<file path="src/rtl/audio_dac_tx.sv">
// audio_dac_tx: WM8731 slave-mode DAC transmitter generating BCLK/DACLRCK and left-justified PCM on DACDAT.
// Optional feature macro AUDIO_DAC_TX_UNDERRUN_CNT_EN adds a saturating underrun_cnt[15:0] output.
module audio_dac_tx #(
    parameter int unsigned CLK_FRE    = 50_000_000,
    parameter int unsigned BCLK_DIV   = 16,
    parameter int unsigned SLOT_W     = 32,
    parameter int unsigned DATA_W     = 16,
    parameter int unsigned FIFO_DEPTH = 4
) (
    input  logic              clk,
    input  logic              rst,
    input  logic [DATA_W-1:0] sample_l,
    input  logic [DATA_W-1:0] sample_r,
    input  logic              sample_valid,
    output logic              sample_ready,
    output logic              AUD_BCLK,
    output logic              AUD_DACLRCK,
    output logic              AUD_DACDAT,
    output logic              frame_tick,
    output logic              underrun
`ifdef AUDIO_DAC_TX_UNDERRUN_CNT_EN
    ,
    output logic [15:0]       underrun_cnt
`endif
);

    localparam int unsigned FRAME_BITS = 2 * SLOT_W;
    localparam int unsigned BW         = $clog2(FRAME_BITS);
    localparam int unsigned DW         = $clog2(BCLK_DIV);
    localparam int unsigned PW         = $clog2(FIFO_DEPTH);
    localparam int unsigned CW         = $clog2(FIFO_DEPTH + 1);
    localparam int unsigned FW         = 2 * DATA_W;

    localparam logic [BW-1:0] BIT_LAST   = BW'(FRAME_BITS - 1);
    localparam logic [BW-1:0] SLOT_START = BW'(SLOT_W);
    localparam logic [DW-1:0] DIV_LAST   = DW'(BCLK_DIV - 1);
    localparam logic [CW-1:0] FULL_CNT   = CW'(FIFO_DEPTH);

    // Reject parameter sets the datapath cannot represent.
    if (BCLK_DIV < 2 || SLOT_W < DATA_W || DATA_W == 0 || FIFO_DEPTH < 2 ||
        (FIFO_DEPTH & (FIFO_DEPTH - 1)) != 0 || CLK_FRE == 0) begin : g_param_check
        $error("audio_dac_tx: unsupported parameter set");
    end

    logic [DW-1:0]     div_cnt;
    logic [BW-1:0]     bit_cnt;
    logic [BW-1:0]     bit_nxt;
    logic [BW-1:0]     slot_bit;
    logic [DATA_W-1:0] last_l;
    logic [DATA_W-1:0] last_r;
    logic [DATA_W-1:0] hold_l;
    logic [DATA_W-1:0] hold_r;
    logic [DATA_W-1:0] cur_sample;
    logic [DATA_W-1:0] cur_shift;
    logic [FW-1:0]     fifo_mem [FIFO_DEPTH];
    logic [PW-1:0]     wr_ptr;
    logic [PW-1:0]     rd_ptr;
    logic [CW-1:0]     count;
    logic [CW-1:0]     count_nxt;
    logic              div_tc;
    logic              fall;
    logic              load;
    logic              fifo_empty;
    logic              push;
    logic              pop;
    logic              lrck_nxt;
    logic              dat_nxt;

    // Next-state for divider, frame counter, FIFO occupancy and the serial bit.
    always_comb begin
        div_tc     = (div_cnt == DIV_LAST);
        fall       = div_tc && AUD_BCLK;
        load       = fall && (bit_cnt == BIT_LAST);
        fifo_empty = (count == '0);
        push       = sample_valid && sample_ready;
        pop        = load && !fifo_empty;
        bit_nxt    = (bit_cnt == BIT_LAST) ? '0 : bit_cnt + BW'(1);

        count_nxt = count;
        if (push && !pop) begin
            count_nxt = count + CW'(1);
        end else if (pop && !push) begin
            count_nxt = count - CW'(1);
        end

        // A load either takes the FIFO head or repeats the held frame.
        hold_l = last_l;
        hold_r = last_r;
        if (pop) begin
            {hold_l, hold_r} = fifo_mem[rd_ptr];
        end

        lrck_nxt   = (bit_nxt >= SLOT_START);
        slot_bit   = lrck_nxt ? (bit_nxt - SLOT_START) : bit_nxt;
        cur_sample = lrck_nxt ? hold_r : hold_l;
        // Shifting past DATA_W leaves zeros, which is the slot padding.
        cur_shift  = cur_sample << slot_bit;
        dat_nxt    = cur_shift[DATA_W-1];
    end

    always_ff @(posedge clk) begin
        if (rst) begin
            div_cnt      <= '0;
            AUD_BCLK     <= 1'b0;
            bit_cnt      <= BIT_LAST;
            AUD_DACLRCK  <= 1'b0;
            AUD_DACDAT   <= 1'b0;
            frame_tick   <= 1'b0;
            underrun     <= 1'b0;
            last_l       <= '0;
            last_r       <= '0;
            wr_ptr       <= '0;
            rd_ptr       <= '0;
            count        <= '0;
            sample_ready <= 1'b0;
        end else begin
            div_cnt <= div_tc ? '0 : div_cnt + DW'(1);
            if (div_tc) begin
                AUD_BCLK <= ~AUD_BCLK;
            end
            frame_tick <= load;
            underrun   <= load && fifo_empty;
            if (fall) begin
                bit_cnt     <= bit_nxt;
                AUD_DACLRCK <= lrck_nxt;
                AUD_DACDAT  <= dat_nxt;
            end
            if (load) begin
                last_l <= hold_l;
                last_r <= hold_r;
            end
            if (push) begin
                wr_ptr <= wr_ptr + PW'(1);
            end
            if (pop) begin
                rd_ptr <= rd_ptr + PW'(1);
            end
            count        <= count_nxt;
            sample_ready <= (count_nxt != FULL_CNT);
        end
    end

    // FIFO storage needs no reset; occupancy is tracked by count.
    always_ff @(posedge clk) begin
        if (push && !rst) begin
            fifo_mem[wr_ptr] <= {sample_l, sample_r};
        end
    end

`ifdef AUDIO_DAC_TX_UNDERRUN_CNT_EN
    always_ff @(posedge clk) begin
        if (rst) begin
            underrun_cnt <= '0;
        end else if (load && fifo_empty && (underrun_cnt != 16'hFFFF)) begin
            underrun_cnt <= underrun_cnt + 16'd1;
        end
    end
`endif

endmodule

</file>
<file path="config.mk">
export PLATFORM = sky130hd
export DESIGN_NAME = audio_dac_tx
export DESIGN_NICKNAME = d
export VERILOG_FILES = /design/src/rtl/audio_dac_tx.sv
export SDC_FILE = /design/constraint.sdc
export NUM_CORES = 1
export LEC_CHECK = 0
export ABC_AREA = 1
export ABC_CLOCK_PERIOD_IN_PS = 2700
export BUFFER_PORTS_ARGS = -buffer_cell sky130_fd_sc_hd__buf_2
export CORE_MARGIN = 2
export CORE_UTILIZATION = 45
export CTS_CLUSTER_SIZE = 30
export DETAILED_ROUTE_END_ITERATION = 7
export SYNTH_ARGS = -nofsm -noshare
export SYNTH_HDL_FRONTEND = slang
export SYNTH_SLANG_ARGS = --single-unit
</file>
<file path="constraint.sdc">
create_clock -name clk -period 2.7 [get_ports clk]
set_input_delay 0.27 -clock clk [delete_from_list [all_inputs] [get_ports clk]]
set_output_delay 0.27 -clock clk [all_outputs]
set_load 0.01 [all_outputs]
</file>
==> flow_summary.toml <==
[run_status]
status = "finished clean"

[finish]
insertedDiodeCount = 0
fin_nets = 958
syn_to_final_growth_pct = 13.6
drive_gt1_share_pct = 11.4
seqCellArea_um2 = 4990
fill_cells = 1623
final_cell_count_no_fill = 1152
multi_input_area_um2 = 2340

[clock_network]
cts_resized = 0
clk_latency_ns = 0.42
clk_root_buffer_cell = "clkbuf_16"
cts_max_level = 4
cts_tree = "built"
cts_buffer_depth = 2
post_cts_buffers = 0
cts.clk_slew.worst_paths_ns = 0.07
cts_buffers = 17
clock-sinks = 185
postCtsHoldBufs = 0

[power_and_ir_drop]
p_switching_mw = 1.18
peakVddDrop_mv = 0.416
p_int_mw = 4.70
seqPwrFrac_pct = 52.3
pwr-share-comb_pct = 2.9
swShare_pct = 20.1
p_per_area_nw_per_um2 = 649
p_leak_nw = 3.88
pwr-share-clk_pct = 44.8

[grt]
antenna_found_initial = 0
grt_overflow = 0
grt_pass1_vias = 5163
grt_use_total_pct = 18.5
grt_max_degree = 59
grt_pass1_wl_um = 26200

[setup_path]
end_kind = "flop"
rr_worst_depth = 15
crit_start = "bit_cnt[0]$_SDFFE_PP1P_"
ff2ff_setup_slack_ns = 0.39
crit_required_ns = 3.02
startpoint_type = "flop"
worstPathMaxFanout = 30
timing.rr.start = "bit_cnt[0]$_SDFFE_PP1P_"
worstSetupPathType = "flop to flop"
worstReg2RegEnd = "AUD_DACDAT$_SDFFE_PP0P_"
worstPathArrival_ns = 2.63

[sta]
finalCriticalPeriod_ns = 2.31
finClkSkew_ns = 0.00540
relSlewSlack_pct = 62.6
finalSetupViolCount = 0
finalHoldViolCount = 0
tightest_slew_ns = 0.561
rsz0062_at_grt = "no"
drv_slew = 0
finalCritPeriodShare_pct = 85.7
fin_setup_tns_ns = 0
hold-worst-slack_ns = 0.0578
fmax_ghz = 0.432

[floorplanning]
row_count = 48
design.core.area_um2 = 17300
die_w_um = 137
die_h_um = 137
io_pins = 41
start_util_pct = 46.1
dieArea_um2 = 18800

[synth]
synth_edf_count = 128
synth_simple_gate_area_share_pct = 23.8
synth-compound-area-share_pct = 3.39
synth_cells = 874
avgSynthCellArea_um2 = 9.13
synth_seq_cells = 185
synth_mux_area_share_pct = 0
synth_area_leaders = "edfxtp_1 (48%), dfxtp_1 (14%), nand2_1 (13%), inv_1 (5.9%), nand3_1 (5.3%)"
syn_nets = 918
async_flop_share_pct = 0
yosys.area.top_type_share_pct = 48.2
synth_area_um2 = 7980
synth-adder-area-share_pct = 1.41
ys_warn_count = 0
synth_top_area_cell = "edfxtp_1"
synth-xor-area-share_pct = 0.329
synth_top_family_by_area = "simple AND/OR/NAND/NOR gates"
ys_seq_area_share_pct = 62.5
synth.distinct_cells = 31
synthFlopType = "edfxtp_1"

[detailed_routing]
drc = 0
viasPerCell = 4.73
vias = 5454
drt_pass1_iterations = 4
drtIter0Drc = 254
ant_nets = 0
wl_per_cell_um = 13.8
wl_um = 15900

[worst_hold_path]
hold_start = "sample_l[15]"
hold_path_end = "fifo_mem[1][31]$_DFFE_PP_"
holdPathStages = 1
hold_class = "primary input to flop"

[placement]
gp_congestion = 0.841
port_buffers = 40
placed_cells = 1120
dpl.hpwl_um = 9550

[job]
maxCapViolCount = 0
==> power by group through the flow <==
| stage | registers (mW) | logic [mW] | clock network [mW] |
|---|---|---|---|
| detailed placement | 3.14 | 0.171 | 0 |
| finish | 3.08 | 0.168 | 2.64 |
| global route | 3.08 | 0.191 | 2.81 |
| global placement | 3.14 | 0.169 | 0 |
| floorplan | 3.14 | 0.0916 | 0 |
| CTS | 3.08 | 0.172 | 2.69 |
==> placed cells by master (no fill, tap or decap) <==
master,instances
nand3_1,84
clkinv_1,1
nand4_1,3
nand2_1,283
clkinvlp_2,1
inv_6,3
inv_1,125
inv_2,2
xor2_1,2
buf_4,14
bufinv_16,4
a31oi_1,1
clkinv_4,2
edfxtp_1,128
nand2_2,2
nor2_2,3
clkinvlp_4,2
o221ai_1,1
nor2_4,6
dfxtp_1,56
ha_1,9
o21ai_1,1
a22oi_1,1
buf_12,2
o21a_1,2
nor2_1,76
clkinv_2,2
clkbuf_8,1
xnor2_1,1
dfxtp_2,1
and3_1,1
or2_2,1
o21ai_0,32
clkbuf_16,17
nand3_2,3
buf_2,40
a21oi_1,11
nor3_1,1
o22ai_1,2
==> kinds of logic after synthesis <==
family                   count (synthesis)
AO/OA/AOI/OAI                           51
XOR/XNOR                                 3
adder cells (fa/ha/maj)                  9
buffers and inverters                  163
flip-flops                             185
AND/OR/NAND/NOR                        463
==> worst max-delay path, stage by stage, from the launching register on <==
cell,delay (ns)
dfxtp_1,0.42
ha_1,0.28
nand3_2,0.13
nor2_4,0.15
nand2_2,0.10
nor2_4,0.08
buf_4,0.30
nand2_1,0.13
nand3_1,0.11
nand3_1,0.08
nand3_1,0.09
nand3_1,0.08
nand2_1,0.07
nand2_1,0.04
nand3_1,0.08
nand2_1,0.05
==> layer usage <==
layer  global-route usage [%]  wire (um)  up-vias
met5                        0          0        -
met4                     6.76        317        0
met3                     3.67        490       17
met2                     30.4       7460       77
met1                     24.5       7610     2505
li1                         -          -     2855
==> state kept, by name (all words and copies together) (netlist names), 2 cells and up, named ones only <==
name      count
bit_cnt       6
count         3
div_cnt       4
fifo_mem    128
last_l       16
last_r       16
rd_ptr        2
wr_ptr        2
==> through the flow <==
step,instance area (um^2),util [%],worst slack (ns),power (mW)
2_1_floorplan,7980,-,0.225,3.23
3_3_place_gp,8440,48.8,0.483,3.31
3_5_place_dp,8440,48.8,0.423,3.31
4_1_cts,9070,52.4,0.393,5.94
5_1_grt,9070,52.4,0.115,6.08
6_report,9070,52.4,0.385,5.88
==> layout make-up <==
type	count	share of cell area [%]
clock buffers	18	4.84
multi-input cells	526	25.8
well taps	225	3.10
clock inverters	14	2.14
repair buffers	56	3.81
flip-flops and latches	185	55.0
inverters	128	5.30
==> cell usage after synthesis, types with 2 or more instances <==
cell and number:
o21a_1 2, nand4_1 3, buf_6 7, xor2_1 2, inv_1 125, nand2_1 283, dfxtp_1 57, o21ai_0 32
buf_2 12, ha_1 9, nand3_2 3, nand3_1 84, inv_2 2, o22ai_1 2, nor2_1 80, clkbuf_1 15
nor2_4 2, nor2_2 3, nand2_2 2, edfxtp_1 128, a21oi_1 11
==> how the worst max path moves through the flow <==
stage	cells past startpoint	endpoint
2_1_floorplan	4	fifo_mem[0][0]$_DFFE_PP_
3_3_place_gp	15	AUD_DACDAT$_SDFFE_PP0P_
3_5_place_dp	15	AUD_DACDAT$_SDFFE_PP0P_
4_1_cts	15	AUD_DACDAT$_SDFFE_PP0P_
5_1_grt	15	AUD_DACDAT$_SDFFE_PP0P_
6_report	15	AUD_DACDAT$_SDFFE_PP0P_
Power figures use the tool's default switching activity.
